`config.mk`:
```
export PLATFORM = sky130hd
export DESIGN_NAME = echo_distance_meter
export DESIGN_NICKNAME = d
export VERILOG_FILES = /design/src/rtl/echo_distance_meter.sv
export SDC_FILE = /design/constraint.sdc
export NUM_CORES = 1
export LEC_CHECK = 0
export ABC_AREA = 1
export CAP_MARGIN = 15
export CORE_ASPECT_RATIO = 1.4
export CORE_UTILIZATION = 42
export DETAILED_ROUTE_END_ITERATION = 8
export DONT_BUFFER_PORTS = 1
export GPL_ROUTABILITY_DRIVEN = 0
export SETUP_SLACK_MARGIN = 0.15
export SLEW_MARGIN = 20
export SYNTH_ARGS = -nofsm -noshare
export SYNTH_HDL_FRONTEND = slang
export SYNTH_SLANG_ARGS = --single-unit
```
`constraint.sdc`:
```
create_clock -name CLOCK_50 -period 1.56 [get_ports CLOCK_50]
set_input_delay 0.234 -clock CLOCK_50 [delete_from_list [all_inputs] [get_ports CLOCK_50]]
set_output_delay 0.234 -clock CLOCK_50 [all_outputs]
set_load 0.05 [all_outputs]
```
`src/rtl/echo_distance_meter.sv`:
```
// Ultrasonic echo pulse-width meter: times the synchronized echo-high interval
// after a trigger and reports it in whole centimetres, saturating at MAX_CM.
module echo_distance_meter #(
    parameter int CYCLES_PER_CM = 2900,
    parameter int MAX_CM        = 400,
    parameter int RISE_TIMEOUT  = 1500000
) (
    input  logic       CLOCK_50,
    input  logic       reset,
    input  logic       start,
    input  logic       echo,
    output logic [8:0] distance_cm,
    output logic       dist_valid,
    output logic       over_range,
    output logic       timeout,
    output logic       busy
);

    localparam int WAIT_W = (RISE_TIMEOUT  > 1) ? $clog2(RISE_TIMEOUT + 1)  : 1;
    localparam int SUB_W  = (CYCLES_PER_CM > 1) ? $clog2(CYCLES_PER_CM + 1) : 1;
    localparam int CM_W   = (MAX_CM        > 1) ? $clog2(MAX_CM + 1)        : 1;

    localparam logic [WAIT_W-1:0] WAIT_LAST = WAIT_W'(RISE_TIMEOUT - 1);
    localparam logic [SUB_W-1:0]  SUB_LAST  = SUB_W'(CYCLES_PER_CM - 1);
    localparam logic [CM_W-1:0]   CM_LAST   = CM_W'(MAX_CM - 1);

    typedef enum logic [2:0] {
        S_IDLE,
        S_WAIT_LOW,
        S_WAIT_RISE,
        S_MEASURE,
        S_WAIT_FALL
    } state_t;

    state_t            r_state, w_state_nxt;
    logic              r_echo_m, r_echo_s;
    logic [WAIT_W-1:0] r_wait, w_wait_nxt;
    logic [SUB_W-1:0]  r_sub, w_sub_nxt;
    logic [CM_W-1:0]   r_cm, w_cm_nxt;
    logic [8:0]        r_dist, w_dist_nxt;
    logic              r_over, w_over_nxt;
    logic              r_valid, w_valid_nxt;
    logic              r_to, w_to_nxt;

    always_ff @(posedge CLOCK_50 or posedge reset) begin
        if (reset) begin
            r_state  <= S_IDLE;
            r_echo_m <= 1'b0;
            r_echo_s <= 1'b0;
            r_wait   <= '0;
            r_sub    <= '0;
            r_cm     <= '0;
            r_dist   <= '0;
            r_over   <= 1'b0;
            r_valid  <= 1'b0;
            r_to     <= 1'b0;
        end else begin
            r_state  <= w_state_nxt;
            r_echo_m <= echo;
            r_echo_s <= r_echo_m;
            r_wait   <= w_wait_nxt;
            r_sub    <= w_sub_nxt;
            r_cm     <= w_cm_nxt;
            r_dist   <= w_dist_nxt;
            r_over   <= w_over_nxt;
            r_valid  <= w_valid_nxt;
            r_to     <= w_to_nxt;
        end
    end

    always_comb begin
        w_state_nxt = r_state;
        w_wait_nxt  = r_wait;
        w_sub_nxt   = r_sub;
        w_cm_nxt    = r_cm;
        w_dist_nxt  = r_dist;
        w_over_nxt  = r_over;
        w_valid_nxt = 1'b0;
        w_to_nxt    = 1'b0;
        case (r_state)
            S_IDLE: begin
                if (start) begin
                    w_wait_nxt  = '0;
                    w_state_nxt = r_echo_s ? S_WAIT_LOW : S_WAIT_RISE;
                end
            end
            S_WAIT_LOW: begin
                // A still-high echo from a previous ping must drop before we arm.
                if (r_wait == WAIT_LAST) begin
                    w_to_nxt    = 1'b1;
                    w_state_nxt = S_IDLE;
                end else begin
                    w_wait_nxt = r_wait + 1'b1;
                    if (!r_echo_s)
                        w_state_nxt = S_WAIT_RISE;
                end
            end
            S_WAIT_RISE: begin
                if (r_echo_s) begin
                    // The rising cycle is itself the first high cycle.
                    w_sub_nxt   = SUB_W'(1);
                    w_cm_nxt    = '0;
                    w_state_nxt = S_MEASURE;
                end else if (r_wait == WAIT_LAST) begin
                    w_to_nxt    = 1'b1;
                    w_state_nxt = S_IDLE;
                end else begin
                    w_wait_nxt = r_wait + 1'b1;
                end
            end
            S_MEASURE: begin
                if (!r_echo_s) begin
                    w_dist_nxt  = 9'(r_cm);
                    w_over_nxt  = 1'b0;
                    w_valid_nxt = 1'b1;
                    w_state_nxt = S_IDLE;
                end else if (r_sub == SUB_LAST) begin
                    w_sub_nxt = '0;
                    w_cm_nxt  = r_cm + 1'b1;
                    if (r_cm == CM_LAST)
                        w_state_nxt = S_WAIT_FALL;
                end else begin
                    w_sub_nxt = r_sub + 1'b1;
                end
            end
            S_WAIT_FALL: begin
                if (!r_echo_s) begin
                    w_dist_nxt  = 9'(MAX_CM);
                    w_over_nxt  = 1'b1;
                    w_valid_nxt = 1'b1;
                    w_state_nxt = S_IDLE;
                end
            end
            default: w_state_nxt = S_IDLE;
        endcase
    end

    assign distance_cm = r_dist;
    assign dist_valid  = r_valid;
    assign over_range  = r_over;
    assign timeout     = r_to;
    assign busy        = (r_state != S_IDLE);

endmodule

```
# Word level (Yosys, flattened, before mapping)
# Index checks and enable logic that the tools add are counted.
dict set report totals {
  register_bits 59
  in_bits 4
  out_inout_bits 13
  word_cells 76
}
dict set report op_classes {
  n_eq_ne 18
  n_addsub 3
  n_reduce_logical 11
  mux 34
}
# op count
set ops {}
lappend ops {{$mux 21} 3}
lappend ops {{$pmux 21 s3} 1}
lappend ops {{$mux 9} 5}
lappend ops {{$mux 12} 3}
lappend ops {{$pmux 9 s2} 2}
lappend ops {{$mux 3} 9}
lappend ops {{$pmux 12 s2} 1}
lappend ops {{$add 21x1->21 const B} 1}
lappend ops {{$eq 21x21->1 const B} 1}
lappend ops {{$pmux 3 s5} 1}
lappend ops {{$ne 2x2->1 const B} 7}
lappend ops {{$add 12x1->12 const B} 1}
lappend ops {{$eq 12x12->1 const B} 1}
lappend ops {{$ne 3x3->1 const B} 4}
lappend ops {{$add 9x1->9 const B} 1}
lappend ops {{$eq 9x9->1 const B} 1}
lappend ops {{$reduce_and 3->1} 3}
lappend ops {{$eq 3x2->1 const B} 2}
lappend ops {{$mux 1} 6}
lappend ops {{$reduce_and 6->1} 1}
lappend ops {{$reduce_bool 3->1} 2}
lappend ops {{$pmux 1 s2} 2}
lappend ops {{$reduce_and 4->1} 1}
lappend ops {{$reduce_bool 2->1} 2}
lappend ops {{5 further kinds} 5}

# Longest topological paths before layout
dict set report logic_depth {
  ltp_word 5
  ltp_mapped 12
  mapped_depth_nobuf 11
}

# Worst setup path after synthesis
# No wires, ideal clock.
dict set report synth_timing {
  kind {reg-to-reg}
  startpoint {reg r_state[0]}
  endpoint {reg r_wait[5]}
  required_ns 1.442
  period_less_slack_ns 1.848
  path_slack_ns -0.288
  t_arrival_ns 1.730
  path_buffers 1
  path_stages_with_launch 10
  setup_time_ns 0.118
  cell_sequence {dfrtp_1 nor2_2 nand2_1 nor2_1 inv_2 nand2_8 inv_8 buf_12 nand2_2 o21ai_2}
}
dict set report synth_via {
  elab_chain_cells 3
  word_cells_on_any_way 8
  classes_between {eq/ne: 4; mux: 1; reduce/logical: 3}
}
# item line_no
set synth_lines {}
lappend synth_lines {{from (decl)} 35} ;# state_t r_state, w_state_nxt;
lappend synth_lines {{from (signal assigned)} 58} ;# r_state <= w_state_nxt;
lappend synth_lines {{$eq 3x2->1, or another cell as far along} 80} ;# case (r_state)
lappend synth_lines {{$ne 2x2->1 (no source line) or $reduce_bool 3->1 (tied branches)} -}
lappend synth_lines {{$reduce_and 3->1 (no source line)} -}
lappend synth_lines {{to (signal assigned)} 61} ;# r_wait <= w_wait_nxt;
lappend synth_lines {{to (decl)} 37} ;# logic [WAIT_W-1:0] r_wait, w_wait_nxt;
# Several ways; a longest one is shown, not always the timed one.
# A chain may end at the register's enable or synchronous reset.

# Worst setup path after layout
dict set report layout_timing {
  startpoint {reg r_state[1]}
  endpoint {reg r_dist[7], in the netlist distance_cm[7]}
}
dict set report layout_via {
  elab_chain_cells 3
  word_cells_on_any_way 7
  classes_between {eq/ne: 4; mux: 1; reduce/logical: 2}
}
# item line_no
set layout_lines {}
lappend layout_lines {{$eq 3x2->1 or $eq 3x3->1 (tied branches)} 80}
lappend layout_lines {{$ne 2x2->1 (no source line) or $reduce_bool 2->1 (tied branches)} -}
lappend layout_lines {{$reduce_and 3->1 (no source line)} -}
lappend layout_lines {{to (signal assigned)} 64} ;# r_dist <= w_dist_nxt;
lappend layout_lines {{to (decl)} 40} ;# logic [8:0] r_dist, w_dist_nxt;
# Several ways; a longest one is shown, not always the timed one.

==> summary.md <==
| Metric | Value |
|---|---|
| Vias per std cell | `5.167` |
| Overall Global Routing Usage | `0.2342` |
| Final-report setup violation count | `2` |
| Peak VDD IR | `1.089 mV` |
| CP required | `1.82 ns` |
| Worst skew pair latency | `0.37 ns` |
| Power per Cell Area | `1415 nW/um^2` |
| Detail Route Antenna Nets | `0` |
| Pin count of the biggest net entering global routing | `29` |
| Crit path kind | `reg -> reg` |
| Layout cell share with drive strength beyond 1 | `0.4668` |
| First-pass GRT wire length | `15460 um` |
| Crit path DAT | `1.82 ns` |
| Reg area | `around 1500 um^2` |
| R2R depth | `7` |
| Fin cells | `672` |
| Die X | `79.00 um` |
| Fin. Hold Viols | `0` |
| HP Class | `reg -> reg` |
| Worst Setup EP | `distance_cm[7]$_DFFE_PP0P_` |
| HPWL Detailed | `6610 um` |
| PnR worst setup slack | `-0.004646 ns` |
| Routed wire length per instance | `between 15 and 20 um` |
| Worst R2R End | `distance_cm[7]$_DFFE_PP0P_` |
| # port buffers | `0` |
| Max Freq | `639.1 MHz` |
| Reg2reg start | `r_state[1]$_DFFE_PP0P_` |
| Status | `finished, violations left` |
| Fillers | `622` |
| Clock Sinks | `59` |
| Syn-to-layout area delta | `51.62%` |
| Worst-path maximum fanout | `6` |
| Crit end category | `flip-flop` |
| Clk buf depth | `2` |
| Root buffer cell | `clkbuf_8` |
| Avg Cell Area, Syn | `7.529 um^2` |
| Initial antenna violation count | `0` |
| Antenna fix cells | `0` |
| Netlist cell types | `38` |
| Post-synth top area cell | `dfrtp_1` |
| Most instantiated cells after synthesis | `123 x nand2_1, 59 x dfrtp_1, 55 x inv_1, 47 x nor2_1, 46 x nand3_1` |
| Vias in the first global route | `~3400` |
| Setup Skew | `0.01605 ns` |
| Fin nets | `574` |
| Initial DRC count | `130` |
| Count leader, synth | `nand2_1` |
| Hold Worst Slack | `0.3627 ns` |
| Placed cells | `616` |
| Cts bufs inserted | `9` |
| Grt ovf | `0` |
| CTS tree | `yes` |
| Place WS | `-0.07586 ns` |
| Max Cap Violations | `0` |
| Height of the die | `around 110 um` |
| Final Max Tran Viols | `0` |
| Synth top area cells | `dfrtp_1 42%, nand2_1 13%, nand3_1 6.6%, inv_1 5.9%, nor2_1 5.1%` |
| Slew HR | `0.6397` |
| Synth Register Bits | `just under 60` |
| Core Box Area | `7893 um^2` |
| Reg clk slew, reported paths | `around 0.09 ns` |
| Sequential share of the synthesized area | `0.4235` |
| Cell at the slowest stage of the critical path | `dfrtp_1` |
| Startpoint class of the critical path | `flip-flop` |
| First drt pass iteration count | `4` |
| # DRC | `0` |
| H-Tree Depth | `3` |
| Rows | `38` |
| Leak | `2.310 nW` |
| Tmin final | `roughly 1.6 ns` |
| Failing checks | `setup timing` |
| I/O pin cnt | `17` |
| Crit path cell chain | `inv_4, nor3_4, inv_2, nor2_4, clkinvlp_4, a21oi_2, o21ai_1` |
| Ys Warns | `0` |
| Synth Instances | `463` |
| FF-to-FF setup slack | `-0.005 ns` |
| Slew @ Worst Pin | `0.5405 ns` |
| RSZ-0062 raised after global routing | `true` |
| Post-synth EDFFs | `0` |
| Mapped Area | `between 3000 and 4000 um^2` |
| Total power draw | `7.478 mW` |
| Fin util | `0.6696` |
| Most used DFF post-synth | `dfrtp_1` |
| Syn Nets | `470` |
| Die area | `8673 um^2` |
| Multi-input gate area | `about 2300 um^2` |
| Share of Yosys cell area claimed by the top area cell type | `0.4235` |
| Tcrit/Tclk final | `1.003` |
| CP peak stage delay | `around 0.46 ns` |
| Post-Route WL | `around 11000 um` |
| Initial Utilization | `0.4417` |
| Synth async-reset ratio | `1.000` |
| Total number of vias | `~3500` |
| Worst setup path startpoint | `r_state[1]$_DFFE_PP0P_` |
## logic make-up (layout without fill, tap and decap cells)
logic type,count (synthesis),after routing,synth area share
XOR/XNOR,10,10,0.02513
adder cells (fa/ha/maj),3,3,0.01077
AO/OA/AOI/OAI,60,60,0.09942
buffers and inverters,71,178,0.08938
AND/OR/NAND/NOR,260,262,0.3518
flip-flops,59,59,0.4235
## how the worst min path moves through the flow
stage                       startpoint  cells after the start                   end  slack (ns)
floorplan                         echo                      0    r_echo_m$_DFF_PP0_        0.27
global placement                 reset                      1  r_sub[4]$_DFFE_PP0P_        0.16
detailed placement               reset                      1  r_sub[4]$_DFFE_PP0P_        0.16
CTS                 r_echo_m$_DFF_PP0_                      0    r_echo_s$_DFF_PP0_        0.36
global route        r_echo_m$_DFF_PP0_                      0    r_echo_s$_DFF_PP0_        0.36
finish              r_echo_m$_DFF_PP0_                      0    r_echo_s$_DFF_PP0_        0.36
## stage by stage
step,TNS (ns),area (um^2)
2_1_floorplan,0,3532
6_report,-0.008654,5285
3_5_place_dp,-0.4648,4071
3_3_place_gp,-0.2052,4071
4_1_cts,0,4632
5_1_grt,-0.9469,5285
## layout make-up
class / count / share of cell area
clock buffer: 9 / 0.02344
clock inverter: 7 / 0.01610
inverter: 64 / 0.05492
multi-input combinational: 335 / 0.4323
sequential: 59 / 0.2805
tap: 100 / 0.02367
timing repair buffer: 95 / 0.1629
timing repair inverter: 3 / 0.006155
## worst max-delay path: cells and delay by family (launching register included)
family	cells	cell delay [ns]
flops	1	0.46
buf+inv	3	0.38
simple gates	2	0.35
compound gates	2	0.26
## power by group
part | switching [mW] | internal [mW]
clock network | 0.749 | 0.767
registers | 0.451 | 1.70
logic | 2.15 | 1.66
## per-layer routing
metal	vias to the layer above	track usage	share of wire
met4	0	0.1519	0.038
met2	55	0.4433	0.57
met3	30	0.03485	0.018
met5	-	0	0
met1	1680	0.2350	0.37
li1	1707	-	-
## flip-flops by register name, indices dropped and copies added (netlist names), 3 cells and up
| signal | cells |
|---|---|
| distance_cm | 9 |
| r_cm | 9 |
| r_state | 3 |
| r_sub | 12 |
| r_wait | 21 |
## layout by cell type, fill, tap and decap left out, types with 9 or more instances in the layout
| cell | n |
|---|---|
| nor2_1 | 27 |
| nand3_1 | 30 |
| dfrtp_1 | 54 |
| clkbuf_8 | 9 |
| o21ai_1 | 19 |
| xor2_1 | 9 |
| nand2_1 | 93 |
| o21ai_2 | 16 |
| nand2_2 | 25 |
| nor2_2 | 13 |
| a21oi_2 | 11 |
| nor2_4 | 15 |
| nand3_2 | 14 |
| inv_1 | 48 |
| buf_4 | 63 |
| buf_6 | 26 |
| nand2_4 | 13 |
## repair_timing
action                                 CTS  global route
gates cloned                             2             3
pin swaps                               12            41
setup buffers                           20            13
endpoints found under the hold margin   19             0
resized for setup                       54           142
setup endpoints to repair               52            56
hold buffers                             2             0
(Power assumes the default switching activity.)
